==> config.mk <==
export PLATFORM = sky130hd
export DESIGN_NAME = wb_queue_flat
export DESIGN_NICKNAME = d
export VERILOG_FILES = /design/src/rtl/wb_queue_pkg.sv /design/src/rtl/wb_queue_if.sv /design/src/rtl/wb_queue_match.sv /design/src/rtl/wb_queue.sv /design/src/flat_wrapper.sv
export SDC_FILE = /design/constraint.sdc
export NUM_CORES = 1
export LEC_CHECK = 0
export CAP_MARGIN = 10
export CORE_MARGIN = 3
export CORE_UTILIZATION = 25
export CTS_BUF_LIST = sky130_fd_sc_hd__clkbuf_8
export CTS_CLUSTER_DIAMETER = 30
export DETAILED_ROUTE_END_ITERATION = 8
export HOLD_SLACK_MARGIN = 0.15
export PLACE_DENSITY = 0.39
export REMOVE_ABC_BUFFERS = 1
export SLEW_MARGIN = 20
export SYNTH_ARGS = -nofsm -noshare
export SYNTH_HDL_FRONTEND = slang
export SYNTH_SLANG_ARGS = --single-unit
==> constraint.sdc <==
create_clock -name clk -period 3.45 [get_ports clk]
set_input_delay 0.69 -clock clk [delete_from_list [all_inputs] [get_ports clk]]
set_output_delay 0.69 -clock clk [all_outputs]
set_load 0.005 [all_outputs]
==> src/rtl/wb_queue_pkg.sv <==
// wb_queue_pkg
//   Shared register-file widths and writeback-queue defaults used by the
//   writeback queue, its enqueue interface and the bypass match logic.
//   RegBus      regfile data width
//   RegAddrBus  regfile address width
//   RegNum      number of architectural registers
//   ZeroWord    all-zero data word
//   WriteEnable / WriteDisable  regfile write-enable levels
//   WBQ_DEPTH   default queue depth
package wb_queue_pkg;

    localparam int         RegBus       = 32;
    localparam int         RegAddrBus   = 5;
    localparam int         RegNum       = 32;
    localparam logic [31:0] ZeroWord    = 32'h0000_0000;
    localparam logic       WriteEnable  = 1'b1;
    localparam logic       WriteDisable = 1'b0;
    localparam int         WBQ_DEPTH    = 4;

endpackage

==> src/rtl/wb_queue_if.sv <==
// wb_queue_if
//   Enqueue handshake between the MEM/WB side (master) and the writeback
//   queue (slave).
//   in_valid  master->slave  write request valid
//   in_ready  slave->master  queue can accept this cycle
//   in_waddr  master->slave  destination register
//   in_wdata  master->slave  write data
interface wb_queue_if
    import wb_queue_pkg::*;
#(
    parameter int DW = RegBus,
    parameter int AW = RegAddrBus
) ();

    logic          in_valid;
    logic          in_ready;
    logic [AW-1:0] in_waddr;
    logic [DW-1:0] in_wdata;

    modport master (
        output in_valid,
        output in_waddr,
        output in_wdata,
        input  in_ready
    );

    modport slave (
        input  in_valid,
        input  in_waddr,
        input  in_wdata,
        output in_ready
    );

endinterface

==> src/rtl/wb_queue_match.sv <==
// wbq_match
//   Combinational bypass lookup for one ID-stage read port. Searches the
//   live queue entries and the registered regfile write for the youngest
//   pending value of qaddr.
//   qaddr     query address (address 0 never hits)
//   ent_addr  queue entry addresses, indexed by storage slot
//   ent_data  queue entry data, indexed by storage slot
//   head      slot of the oldest live entry
//   count     number of live entries starting at head
//   out_we    output register holds a write being retired
//   out_addr  output register address
//   out_data  output register data
//   hit       qaddr has a pending write
//   data      youngest pending data for qaddr, 0 when no hit
module wbq_match
    import wb_queue_pkg::*;
#(
    parameter int  DW    = RegBus,
    parameter int  AW    = RegAddrBus,
    parameter int  DEPTH = WBQ_DEPTH,
    localparam int PW    = $clog2(DEPTH)
) (
    input  logic [AW-1:0]             qaddr,
    input  logic [DEPTH-1:0][AW-1:0]  ent_addr,
    input  logic [DEPTH-1:0][DW-1:0]  ent_data,
    input  logic [PW-1:0]             head,
    input  logic [PW:0]               count,
    input  logic                      out_we,
    input  logic [AW-1:0]             out_addr,
    input  logic [DW-1:0]             out_data,
    output logic                      hit,
    output logic [DW-1:0]             data
);

    logic [PW-1:0] idx;

    // Candidates are visited oldest to youngest, so a later match simply
    // overwrites an earlier one and the youngest write wins. The output
    // register is older than every queue entry and is visited first.
    always_comb begin
        hit  = 1'b0;
        data = '0;
        idx  = '0;
        if (out_we && (out_addr == qaddr)) begin
            hit  = 1'b1;
            data = out_data;
        end
        for (int unsigned k = 0; k < DEPTH; k++) begin
            idx = head + PW'(k);
            if (((PW+1)'(k) < count) && (ent_addr[idx] == qaddr)) begin
                hit  = 1'b1;
                data = ent_data[idx];
            end
        end
        if (qaddr == '0) begin
            hit  = 1'b0;
            data = '0;
        end
    end

endmodule

==> src/rtl/wb_queue.sv <==
// wb_queue
//   In-order writeback queue in front of the single regfile write port.
//   Buffers register-write requests, retires at most one per cycle and
//   answers two bypass queries with the youngest pending value.
//   clk        clock, all state on rising edge
//   rst        synchronous reset, active-low
//   enq        enqueue handshake (slave side of wb_queue_if)
//   hold       pause retirement; enqueue still allowed
//   we/waddr/wdata  registered regfile write port
//   rq1_addr/rq1_hit/rq1_data  bypass query, read port 1
//   rq2_addr/rq2_hit/rq2_data  bypass query, read port 2
//   empty      nothing queued and no write on the regfile port
module wb_queue
    import wb_queue_pkg::*;
#(
    parameter int  DW    = RegBus,
    parameter int  AW    = RegAddrBus,
    parameter int  DEPTH = WBQ_DEPTH,
    localparam int PW    = $clog2(DEPTH),
    localparam int CW    = PW + 1
) (
    input  logic          clk,
    input  logic          rst,
    wb_queue_if.slave     enq,
    input  logic          hold,
    output logic          we,
    output logic [AW-1:0] waddr,
    output logic [DW-1:0] wdata,
    input  logic [AW-1:0] rq1_addr,
    output logic          rq1_hit,
    output logic [DW-1:0] rq1_data,
    input  logic [AW-1:0] rq2_addr,
    output logic          rq2_hit,
    output logic [DW-1:0] rq2_data,
    output logic          empty
);

    logic [DEPTH-1:0][AW-1:0] ent_addr;
    logic [DEPTH-1:0][DW-1:0] ent_data;
    logic [PW-1:0]            rd_ptr;
    logic [PW-1:0]            wr_ptr;
    logic [CW-1:0]            count;
    logic                     full;
    logic                     accept;
    logic                     store;
    logic                     pop;

    assign full         = (count == CW'(DEPTH));
    assign enq.in_ready = rst & ~full;
    assign accept       = enq.in_valid & enq.in_ready;
    // x0 writes finish the handshake but never occupy a slot.
    assign store        = accept & (enq.in_waddr != '0);
    assign pop          = ~hold & (count != '0);
    assign empty        = (count == '0) & ~we;

    always_ff @(posedge clk) begin
        if (!rst) begin
            count  <= '0;
            rd_ptr <= '0;
            wr_ptr <= '0;
            we     <= WriteDisable;
            waddr  <= '0;
            wdata  <= '0;
        end else begin
            if (store) begin
                ent_addr[wr_ptr] <= enq.in_waddr;
                ent_data[wr_ptr] <= enq.in_wdata;
                wr_ptr           <= wr_ptr + PW'(1);
            end
            if (pop) begin
                we     <= WriteEnable;
                waddr  <= ent_addr[rd_ptr];
                wdata  <= ent_data[rd_ptr];
                rd_ptr <= rd_ptr + PW'(1);
            end else begin
                we     <= WriteDisable;
            end
            count <= count + CW'(store) - CW'(pop);
        end
    end

    wbq_match #(
        .DW    (DW),
        .AW    (AW),
        .DEPTH (DEPTH)
    ) u_match1 (
        .qaddr    (rq1_addr),
        .ent_addr (ent_addr),
        .ent_data (ent_data),
        .head     (rd_ptr),
        .count    (count),
        .out_we   (we),
        .out_addr (waddr),
        .out_data (wdata),
        .hit      (rq1_hit),
        .data     (rq1_data)
    );

    wbq_match #(
        .DW    (DW),
        .AW    (AW),
        .DEPTH (DEPTH)
    ) u_match2 (
        .qaddr    (rq2_addr),
        .ent_addr (ent_addr),
        .ent_data (ent_data),
        .head     (rd_ptr),
        .count    (count),
        .out_we   (we),
        .out_addr (waddr),
        .out_data (wdata),
        .hit      (rq2_hit),
        .data     (rq2_data)
    );

endmodule

==> src/flat_wrapper.sv <==
// flat-port wrapper written by rule: the top's interface ports become plain ports
module wb_queue_flat import wb_queue_pkg::*;
#(
    parameter int  DW    = RegBus,
    parameter int  AW    = RegAddrBus,
    parameter int  DEPTH = WBQ_DEPTH,
    localparam int PW    = $clog2(DEPTH),
    localparam int CW    = PW + 1
)
  (clk, rst, hold, we, waddr, wdata, rq1_addr, rq1_hit, rq1_data, rq2_addr, rq2_hit, rq2_data, empty, enq_in_valid, enq_in_waddr, enq_in_wdata, enq_in_ready);
  wb_queue_if #(.DW(DW), .AW(AW)) enq_i ();
  input  logic clk;
  input  logic rst;
  input  logic hold;
  output logic we;
  output logic [AW-1:0] waddr;
  output logic [DW-1:0] wdata;
  input  logic [AW-1:0] rq1_addr;
  output logic rq1_hit;
  output logic [DW-1:0] rq1_data;
  input  logic [AW-1:0] rq2_addr;
  output logic rq2_hit;
  output logic [DW-1:0] rq2_data;
  output logic empty;
  input wire logic [$bits(enq_i.in_valid)-1:0] enq_in_valid;
  input wire logic [$bits(enq_i.in_waddr)-1:0] enq_in_waddr;
  input wire logic [$bits(enq_i.in_wdata)-1:0] enq_in_wdata;
  output wire logic [$bits(enq_i.in_ready)-1:0] enq_in_ready;
  assign enq_i.in_valid = enq_in_valid;
  assign enq_i.in_waddr = enq_in_waddr;
  assign enq_i.in_wdata = enq_in_wdata;
  assign enq_in_ready = enq_i.in_ready;
  wb_queue #(.DW(DW), .AW(AW), .DEPTH(DEPTH)) u_core (.clk(clk), .rst(rst), .enq(enq_i), .hold(hold), .we(we), .waddr(waddr), .wdata(wdata), .rq1_addr(rq1_addr), .rq1_hit(rq1_hit), .rq1_data(rq1_data), .rq2_addr(rq2_addr), .rq2_hit(rq2_hit), .rq2_data(rq2_data), .empty(empty));
endmodule
==> flow_summary.json, run 1 <==
{
  "cp_data_arrival_time_ns": 3.71,
  "synthDominantAreaCellType": "sky130_fd_sc_hd__edfxtp_1",
  "most_common_cell_on_crit_path": "sky130_fd_sc_hd__buf_12",
  "dp_hpwl_mm": 35.4,
  "critical_path.max_stage_delay_ns": 0.55,
  "grt.total_usage_pct": 18.8,
  "grt_remaining_overflow": 0,
  "hold_depth": 2,
  "timing_hold_violations_final": 0,
  "netlist_top_cells_area": "sky130_fd_sc_hd__edfxtp_1 33%, sky130_fd_sc_hd__mux4_2 24%, sky130_fd_sc_hd__dfxtp_1 6.6%, sky130_fd_sc_hd__nand2_1 4.7%, sky130_fd_sc_hd__a221oi_2 3.2%",
  "area_growth_pct": 46.1,
  "maxCapViolCount": 0,
  "worst-slew-pin-transition_ns": 0.938,
  "nNetsFinal": 1543,
  "final_design_area_no_fill_mm2": 0.0200,
  "clock_sink_count": 193,
  "clkTransAtPathRegs_ns": 0.11,
  "worst_ep_required_time_ns": 2.76,
  "grt_first_pass_wirelength_mm": 78.7,
  "synth-seq-cells": 193,
  "setup.reg_to_reg.worst_slack_ns": 1.02,
  "totalNegativeSetupSlack_ns": -56.71,
  "setup_ws_ns": -0.954,
  "floorplan.die_area_mm2": 0.0575,
  "clk-insertion-delay-late_ns": 0.58,
  "worstHoldStart": "u_core.wr_ptr[1]",
  "synth_cell_types": 59,
  "layout_min_cycle_time_ns": 4.40,
  "synth_area_mm2": 0.0137,
  "holdCritPathClass": "reg -> reg",
  "critPathSlowestCell": "sky130_fd_sc_hd__mux4_2",
  "synthXorXnorAreaFrac_pct": 3.52,
  "finalWirelength_mm": 55.1,
  "max_root_sink_buffers": 2,
  "pin_count_of_the_biggest_net_entering_global_routing": 59,
  "floorplan.die.height_um": 240,
  "reg2reg_end": "u_core.wdata[30]",
  "cellPowerDensity_mw_per_mm2": 510,
  "synth_top_family_by_area": "multiplexers",
  "drc": 0,
  "port-buffer-count": 156,
  "timing.fmax_ghz": 0.227,
  "ys_warns": 0,
  "numCtsBuffers": 17,
  "synth.avg_cell_area_um2": 12.2,
  "power.leakage_nw": 6.76,
  "timing_max_transition_violations_final": 0,
  "worstSetupStartpointType": "register",
  "dieWidth_um": 240,
  "worst_r2r_path_depth": 7,
  "root_buffer": "sky130_fd_sc_hd__clkbuf_8",
  "sort_of_element_at_the_end_of_the_critical_path": "output port",
  "irDropWorstVdd_mv": 0.288,
  "share_of_synthesized_cell_area_in_full_adder_half_adder_and_majority_cells_pct": 0.879,
  "initial_drc_count": 840,
  "grt_setup_unrepaired": "true",
  "fin_cells": 2193,
  "synth_mux_area_share_pct": 25.3,
  "num_rows": 85,
  "ctsHtreeMaxLevel": 4,
  "finalSetupViolations": 66,
  "effective_utilization_at_floorplan_pct": 25.4,
  "cells_traversed_along_the_worst_timing_path": "buf_12, buf_12, mux4_2, buf_6, xor2_1, a2111o_2, nor3b_4, buf_6, clkbuf_16, buf_12, a221oi_2, o31ai_2, buf_2",
  "place_worst_setup_slack_ns": -0.977,
  "worstHoldEndpoint": "u_core.wr_ptr[1]",
  "share_of_the_synthesized_area_in_compound_gates_ao_oa_aoi_oai_pct": 15.5,
  "post_dp_cell_area_mm2": 0.0175,
  "critical_path.reg2reg.startpoint": "u_core.rd_ptr[0]",
  "design.core.area_mm2": 0.0539,
  "netlist_instances": 1119,
  "timing.max_slew.rel_slack_pct": 37.5,
  "timing_worst_setup_path_type": "reg -> out",
  "post_drt_via_cell_ratio": 5.28,
  "postRouteAntennaNets": 0,
  "route.detailed.wl_per_inst_um": 25.1,
  "ys_seq_area_share_pct": 39.1,
  "dr_total_vias": 11600,
  "grt_antenna_before_repair": 3,
  "drtPass1Iterations": 5,
  "postSynth.asyncResetShare_pct": 0,
  "timing.clock.skew_ns": 0.0188,
  "dominantRegCellSynth": "sky130_fd_sc_hd__edfxtp_1",
  "synthSimpleGateAreaFrac_pct": 11.0,
  "timing.final.crit_share_pct": 128,
  "boundaryPins": 157,
  "tritoncts_clock_tree": "built",
  "synth-edff-count": 148,
  "crit_path_max_fanout": 11,
  "dp_cells": 2059,
  "finalWeightedCongestion": 0.759,
  "post_route_cells_drive_above_1_share_pct": 49.7,
  "grt_pass1_vias": 11500,
  "synth_top_area_share_pct": 32.5,
  "violations_in_the_final_reports": "negative setup slack",
  "run_status": "finished, violations left"
}
## area by class of cell
| cell class | count | area, um2 |
|---|---|---|
| clock buffer | 19 | 262 |
| inverter | 12 | 45.0 |
| multi-input combinational | 798 | 8770 |
| timing repair buffer | 461 | 4540 |
| fill | 5213 | 33900 |
| clock inverter | 13 | 138 |
| sequential | 193 | 5350 |
| antenna | 1 | 2.50 |
| tap | 696 | 871 |
## worst max-delay path, delay by kind of cell (launching register included)
kind | cells | cell delay, ns
AOI/OAI and AO/OA | 3 | 0.75
xor gates and xnor gates | 1 | 0.13
buffers and inverters | 7 | 1.02
DFF | 1 | 0.39
muxes | 1 | 0.55
and+or+nand+nor | 1 | 0.29
## per-layer routing
| metal | global-route usage (%) | part of all wire, % |
|---|---|---|
| met3 | 3.25 | 4.9 |
| met4 | 5.59 | 1.8 |
| met1 | 25.8 | 45 |
| met2 | 30.7 | 49 |
| met5 | 0 | 0.027 |
## how the worst max path moves through the flow
stage | startpoint | to | slack [ns] | cells after the start
final | u_core.rd_ptr[0] | rq1_data[31] | -0.95 | 13
after global routing | u_core.rd_ptr[0] | rq1_data[10] | -1.12 | 15
after CTS | u_core.rd_ptr[0] | rq2_data[24] | -1.26 | 12
after detailed placement | rq2_addr[3] | rq2_data[31] | -0.98 | 12
after global placement | rq2_addr[3] | rq2_data[6] | -0.96 | 11
after floorplan | u_core.rd_ptr[0] | rq1_data[0] | -7.32 | 7
## logic make-up (layout without fill, tap and decap cells)
logic type / count (synthesis) / count (layout)
AND/OR/NAND/NOR: 352 / 352
other: 0 / 1
buffers and inverters: 129 / 505
XOR/XNOR: 55 / 55
AO/OA/AOI/OAI: 217 / 218
flip-flops: 193 / 193
multiplexers: 164 / 164
adder cells (fa/ha/maj): 9 / 9
## repair_timing
action / in CTS / in global routing
endpoints found under the setup margin: 66 / 66
hold buffers: 0 / 0
gates cloned: 4 / 8
pin swaps: 27 / 105
setup buffers: 37 / 64
resized for setup: 275 / 225
## through the flow
step                hold WS (ns)  total power [mW]  utilization (%)
floorplan                  0.472              5.90                -
global placement           0.491              8.05             32.5
detailed placement         0.500              8.05             32.5
CTS                        0.515              9.94             34.6
global route               0.567              10.8             37.0
finish                     0.515              10.2             37.0
## sequential cells by signal, summed over array words and instances, names as in the netlist
signal / cells
u_core.wr_ptr: 2
u_core.wdata: 32
u_core.ent_addr: 20
u_core.rd_ptr: 2
u_core.count: 3
u_core.ent_data: 128
u_core.waddr: 5
u_core.we: 1
## report_power, final
group | switching, mW | total (mW) | internal (mW)
clock | 0.918 | 1.60 | 0.682
combinational | 2.77 | 5.56 | 2.80
sequential | 0.312 | 3.03 | 2.72
total | 4.00 | 10.2 | 6.19
## cell usage after synthesis, types with 29 or more instances
library cell / instances
sky130_fd_sc_hd__dfxtp_1: 45
sky130_fd_sc_hd__a311oi_1: 29
sky130_fd_sc_hd__o31ai_2: 29
sky130_fd_sc_hd__xnor2_1: 42
sky130_fd_sc_hd__a221oi_2: 29
sky130_fd_sc_hd__mux4_2: 145
sky130_fd_sc_hd__edfxtp_1: 148
sky130_fd_sc_hd__nand3_1: 31
sky130_fd_sc_hd__a221o_1: 29
sky130_fd_sc_hd__nand2_1: 172
sky130_fd_sc_hd__nor2_1: 102
sky130_fd_sc_hd__a22oi_1: 35
sky130_fd_sc_hd__clkbuf_1: 69
## layout by cell type, fill, tap and decap left out, drive strengths merged, types with 35 or more instances in the layout
master and count:
a21boi 37, a22oi 35, buf 358, clkdlybuf4s50 89, dfxtp 45, edfxtp 148, mux4 145, nand2 172
nor2 103, o31ai 35, xnor2 42
(Power assumes the default switching activity.)
==> inputs of run 2 (changes only) <==
--- a/config.mk
+++ b/config.mk
@@ -6,13 +6,15 @@
 export NUM_CORES = 1
 export LEC_CHECK = 0
 export CAP_MARGIN = 10
+export CELL_PAD_IN_SITES_DETAIL_PLACEMENT = 2
+export CELL_PAD_IN_SITES_GLOBAL_PLACEMENT = 2
 export CORE_MARGIN = 3
 export CORE_UTILIZATION = 25
 export CTS_BUF_LIST = sky130_fd_sc_hd__clkbuf_8
 export CTS_CLUSTER_DIAMETER = 30
 export DETAILED_ROUTE_END_ITERATION = 8
 export HOLD_SLACK_MARGIN = 0.15
-export PLACE_DENSITY = 0.39
+export PLACE_DENSITY = 0.53
 export REMOVE_ABC_BUFFERS = 1
 export SLEW_MARGIN = 20
 export SYNTH_ARGS = -nofsm -noshare
==> flow_summary.json, run 2 (synthesized netlist as in run 1, its figures left out) <==
{
  "regMostFlops": "u_core.ent_data",
  "worst_hold_slack_ns": 0.528,
  "grt_remaining_overflow": 0,
  "initial_drc_count": 527,
  "worst_ep_required_time_ns": 2.76,
  "final_design_area_no_fill_mm2": 0.0197,
  "timing_hold_violations_final": 0,
  "boundaryPins": 157,
  "violations_in_the_final_reports": "negative setup slack",
  "critical_path_cell_count": 15,
  "power.leakage_nw": 6.59,
  "layout_min_cycle_time_ns": 4.41,
  "filler_cell_count": 5449,
  "effective_utilization_at_floorplan_pct": 25.4,
  "cellPowerDensity_mw_per_mm2": 516,
  "cp_top_family": "buffers and inverters",
  "floorplan.die_area_mm2": 0.0575,
  "holdCritPathClass": "reg -> reg",
  "clk-insertion-delay-late_ns": 0.59,
  "grt_antenna_before_repair": 0,
  "cp_data_arrival_time_ns": 3.72,
  "worstSetupStartpointType": "register",
  "port-buffer-count": 156,
  "critical_path.max_stage_delay_ns": 0.55,
  "sort_of_element_at_the_end_of_the_critical_path": "output port",
  "irDropWorstVdd_mv": 0.332,
  "dr_total_vias": 11500,
  "hold_depth": 2,
  "crit_path_max_fanout": 6,
  "post_dp_cell_area_mm2": 0.0174,
  "finalWirelength_mm": 58.9,
  "dieWidth_um": 240,
  "hold_fix_buffers_cts": 0,
  "num_rows": 85,
  "setup.reg_to_reg.worst_slack_ns": 1.24,
  "grt_setup_unrepaired": "true",
  "drtPass1Iterations": 5,
  "critical_path_buf_inv_count": 9,
  "finalSetupViolations": 66,
  "maxCapViolCount": 0,
  "place_worst_setup_slack_ns": -1.11,
  "timing.fmax_ghz": 0.227,
  "design.core.area_mm2": 0.0539,
  "most_frequent_standard_cell_in_the_layout_excluding_fill_and_tap_cells": "sky130_fd_sc_hd__buf_4",
  "tritoncts_clock_tree": "built",
  "dp_cells": 2046,
  "post_route_cells_drive_above_1_share_pct": 48.0,
  "critPathSlowestCell": "sky130_fd_sc_hd__mux4_2",
  "final_core_occ_pct": 36.6,
  "largestRegisters": "u_core.ent_data (128), u_core.wdata (32), u_core.ent_addr (20)",
  "run_status": "finished, violations left",
  "grt_first_pass_wirelength_mm": 86.7,
  "clock_sink_count": 193,
  "multi_input_gate_area_mm2": 0.00878,
  "timing_max_transition_violations_final": 0,
  "post_drt_via_cell_ratio": 5.34,
  "cells_traversed_along_the_worst_timing_path": "buf_8, buf_6, mux4_2, buf_6, xnor2_2, nand4_1, a211oi_4, buf_12, buf_8, buf_12, buf_12, buf_6, a221oi_4, o31ai_4, buf_2",
  "postRouteAntennaNets": 0,
  "nNetsFinal": 1511,
  "area_growth_pct": 44.2,
  "endpoint": "rq1_data[1]",
  "area.sequential_mm2": 0.00535,
  "pin_count_of_the_biggest_net_entering_global_routing": 73,
  "reg2reg_end": "u_core.wdata[14]",
  "grt_pass1_vias": 12700,
  "power_mw": 10.2,
  "timing_worst_setup_path_type": "reg -> out",
  "critical_path.reg2reg.startpoint": "u_core.rd_ptr[1]",
  "max_root_sink_buffers": 2,
  "grt.total_usage_pct": 20.8,
  "worstHoldStart": "u_core.wr_ptr[1]",
  "n_antenna_cell": 0,
  "timing.final.crit_share_pct": 128,
  "timing.max_slew.rel_slack_pct": 55.2,
  "ctsHtreeMaxLevel": 4,
  "totalNegativeSetupSlack_ns": -56.41,
  "numCtsBuffers": 17,
  "timing.clock.skew_ns": 0.0215,
  "crit_path_start": "u_core.rd_ptr[0]",
  "worst_r2r_path_depth": 7,
  "finalWeightedCongestion": 0.772,
  "setup_ws_ns": -0.961,
  "fin_cells": 2160,
  "drc": 0,
  "clkTransAtPathRegs_ns": 0.10,
  "largest_register_ff_count": 128,
  "most-common-layout-cells": "172 x sky130_fd_sc_hd__buf_4, 154 x sky130_fd_sc_hd__nand2_1, 148 x sky130_fd_sc_hd__edfxtp_1",
  "root_buffer": "sky130_fd_sc_hd__clkbuf_8",
  "route.detailed.wl_per_inst_um": 27.3,
  "worst-slew-pin-transition_ns": 0.673,
  "floorplan.die.height_um": 240,
  "dp_hpwl_mm": 38.5
}
## run 2: power breakdown
| part | leakage (nW) | total (mW) | switching (mW) | internal, mW |
|---|---|---|---|---|
| Clock | 0.196 | 1.45 | 0.889 | 0.565 |
| Combinational | 4.68 | 5.70 | 2.93 | 2.77 |
| Sequential | 1.71 | 3.02 | 0.303 | 2.72 |
## run 2: per-layer routing
layer,track usage (%),routed length [um]
met3,3.75,1930
met5,0,0
met2,35.2,29100
met1,27.4,26600
met4,6.07,1220
## run 2: worst min path at each step
| stage | to | slack, ns |
|---|---|---|
| 4_1_cts | u_core.wdata[1] | 0.54 |
| 2_1_floorplan | u_core.wdata[0] | 0.47 |
| 3_5_place_dp | u_core.wdata[1] | 0.50 |
| 6_report | u_core.wr_ptr[1] | 0.53 |
| 3_3_place_gp | u_core.wdata[1] | 0.49 |
| 5_1_grt | u_core.wr_ptr[1] | 0.57 |
## run 2: what timing repair did
action | 4_1_cts | 5_1_grt
pin swaps | 53 | 73
setup buffers | 62 | 33
cloned | 5 | 1
setup endpoints to repair | 66 | 66
resized for setup | 375 | 118
## run 2: tightest hold or removal path, stage by stage, from the launching register on
cell and delay, ns:
sky130_fd_sc_hd__dfxtp_1 0.35, sky130_fd_sc_hd__nand2_1 0.07, sky130_fd_sc_hd__a21boi_0 0.07
## run 2: cell type report
class	count	area share (%)
multi-input combinational	797	44.6
timing repair buffer	430	21.8
inverter	12	0.229
tap	696	4.42
clock buffer	21	1.47
sequential	193	27.2
clock inverter	11	0.330
==> inputs of run 3 (changes only) <==
--- a/config.mk
+++ b/config.mk
@@ -14,7 +14,7 @@
 export CTS_CLUSTER_DIAMETER = 30
 export DETAILED_ROUTE_END_ITERATION = 8
 export HOLD_SLACK_MARGIN = 0.15
-export PLACE_DENSITY = 0.53
+export PLACE_DENSITY = 0.55
 export REMOVE_ABC_BUFFERS = 1
 export SLEW_MARGIN = 20
 export SYNTH_ARGS = -nofsm -noshare
==> constraint.sdc (replaced) <==
create_clock -name clk -period 3.9 [get_ports clk]
set_input_delay 0.78 -clock clk [delete_from_list [all_inputs] [get_ports clk]]
set_output_delay 0.78 -clock clk [all_outputs]
set_load 0.005 [all_outputs]
==> flow_summary.json, run 3 (synthesized netlist as in run 1, its figures left out) <==
{
  "floorplan.die.height_um": 240,
  "root_buffer": "sky130_fd_sc_hd__clkbuf_8",
  "finalSetupViolations": 66,
  "holdCritPathClass": "reg -> reg",
  "power_mw": 9.00,
  "timing.clock.skew_ns": 0.0286,
  "finalWirelength_mm": 59.5,
  "run_status": "finished, violations left",
  "fin_cells": 2124,
  "maxCapViolCount": 0,
  "worstSetupStartpointType": "register",
  "pin_count_of_the_biggest_net_entering_global_routing": 131,
  "largest_register_ff_count": 128,
  "grt_setup_unrepaired": "true",
  "clock_sink_count": 193,
  "num_rows": 85,
  "irDropWorstVdd_mv": 0.312,
  "postRouteAntennaNets": 0,
  "sort_of_element_at_the_end_of_the_critical_path": "output port",
  "timing_worst_setup_path_type": "reg -> out",
  "floorplan.die_area_mm2": 0.0575,
  "worst-slew-pin-transition_ns": 0.652,
  "boundaryPins": 157,
  "port-buffer-count": 156,
  "timing.fmax_ghz": 0.222,
  "grt_remaining_overflow": 0,
  "area_growth_pct": 41.6,
  "grt_first_pass_wirelength_mm": 84.4,
  "max_root_sink_buffers": 2,
  "layout_min_cycle_time_ns": 4.50,
  "regMostFlops": "u_core.ent_data",
  "cellPowerDensity_mw_per_mm2": 465,
  "route.detailed.wl_per_inst_um": 28.0,
  "crit_path_max_fanout": 4,
  "ctsHtreeMaxLevel": 4,
  "drc": 0,
  "totalNegativeSetupSlack_ns": -29.86,
  "grt_antenna_before_repair": 2,
  "clk-insertion-delay-late_ns": 0.60,
  "largestRegisters": "u_core.ent_data (128), u_core.wdata (32), u_core.ent_addr (20)",
  "grt.total_usage_pct": 20.3,
  "post_drt_via_cell_ratio": 5.40,
  "dp_hpwl_mm": 37.8,
  "timing.final.crit_share_pct": 115,
  "most-common-layout-cells": "164 x sky130_fd_sc_hd__nand2_1, 148 x sky130_fd_sc_hd__edfxtp_1, 145 x sky130_fd_sc_hd__mux4_2",
  "filler_cell_count": 5487,
  "design.core.area_mm2": 0.0539,
  "timing_hold_violations_final": 0,
  "cp_data_arrival_time_ns": 3.72,
  "numCtsBuffers": 17,
  "timing_max_transition_violations_final": 0,
  "worst_ep_required_time_ns": 3.12,
  "effective_utilization_at_floorplan_pct": 25.4,
  "setup_ws_ns": -0.595,
  "drtPass1Iterations": 4,
  "post_route_cells_drive_above_1_share_pct": 46.8,
  "power.leakage_nw": 6.36,
  "dr_total_vias": 11500,
  "violations_in_the_final_reports": "negative setup slack",
  "clkTransAtPathRegs_ns": 0.11,
  "tritoncts_clock_tree": "built",
  "timing.max_slew.rel_slack_pct": 56.1,
  "grt_pass1_vias": 12400,
  "finalWeightedCongestion": 0.771,
  "nNetsFinal": 1474,
  "dieWidth_um": 240,
  "dp_cells": 2018,
  "initial_drc_count": 731,
  "most_frequent_standard_cell_in_the_layout_excluding_fill_and_tap_cells": "sky130_fd_sc_hd__nand2_1"
}
## run 3: layout make-up
cell class | instances | area [um2] | area share [%]
well taps | 696 | 871 | 4.50
flip-flops and latches | 193 | 5350 | 27.7
multi-input cells | 797 | 8800 | 45.4
repair buffers | 393 | 3900 | 20.2
clock inverters | 15 | 154 | 0.795
inverters | 12 | 45.0 | 0.233
clock buffers | 17 | 234 | 1.21
diodes | 1 | 2.50 | 0.0129
## run 3: worst paths after layout
| kind | start | to | slack (ns) | depth (start not counted) |
|---|---|---|---|---|
| min | u_core.waddr[3] | u_core.waddr[3] | 0.54 | 2 |
| max | u_core.rd_ptr[0] | rq1_data[5] | -0.60 | 14 |
| max reg2reg | u_core.count[0] | u_core.ent_data[49] | 1.49 | 6 |
| min reg2reg | u_core.waddr[3] | u_core.waddr[3] | 0.54 | 2 |
## run 3: metal layers
metal / share of wire (%) / track usage, %
met1: 44 / 25.9
met2: 51 / 35.3
met3: 3.6 / 3.93
met4: 1.6 / 4.92
met5: 0.022 / 0
## run 3: critical path: stages (launching register included)
cell and delay, ns:
sky130_fd_sc_hd__dfxtp_4 0.41, sky130_fd_sc_hd__buf_6 0.11, sky130_fd_sc_hd__buf_6 0.09, sky130_fd_sc_hd__mux4_2 0.54
sky130_fd_sc_hd__xnor2_1 0.18, sky130_fd_sc_hd__nand4_1 0.22, sky130_fd_sc_hd__a211oi_4 0.36, sky130_fd_sc_hd__buf_12 0.15
sky130_fd_sc_hd__nor2_4 0.04, sky130_fd_sc_hd__buf_6 0.13, sky130_fd_sc_hd__buf_8 0.13, sky130_fd_sc_hd__buf_6 0.14
sky130_fd_sc_hd__a221oi_4 0.32, sky130_fd_sc_hd__o31ai_4 0.12, sky130_fd_sc_hd__buf_2 0.15
## run 3: metrics by stage
step | instance area (um2) | hold WS, ns | utilization, % | worst slack [ns]
floorplan | 13100 | 0.472 | - | -6.96
global placement | 17200 | 0.504 | 31.9 | -0.779
detailed placement | 17200 | 0.514 | 31.9 | -0.786
CTS | 18800 | 0.534 | 34.8 | -0.676
global route | 19400 | 0.577 | 35.9 | -0.775
finish | 19400 | 0.536 | 35.9 | -0.595
## run 3: report_power, final
part	internal, mW	switching (mW)
combinational	2.33	2.53
clock	0.577	0.865
sequential	2.40	0.294
total	5.31	3.69
## run 3: repair_timing
| action | CTS | global route |
|---|---|---|
| hold buffers | 0 | 0 |
| gates cloned | 5 | 1 |
| endpoints found under the setup margin | 66 | 66 |
| pin swaps | 93 | 49 |
| gates resized for setup | 434 | 76 |
| setup buffers | 54 | 25 |
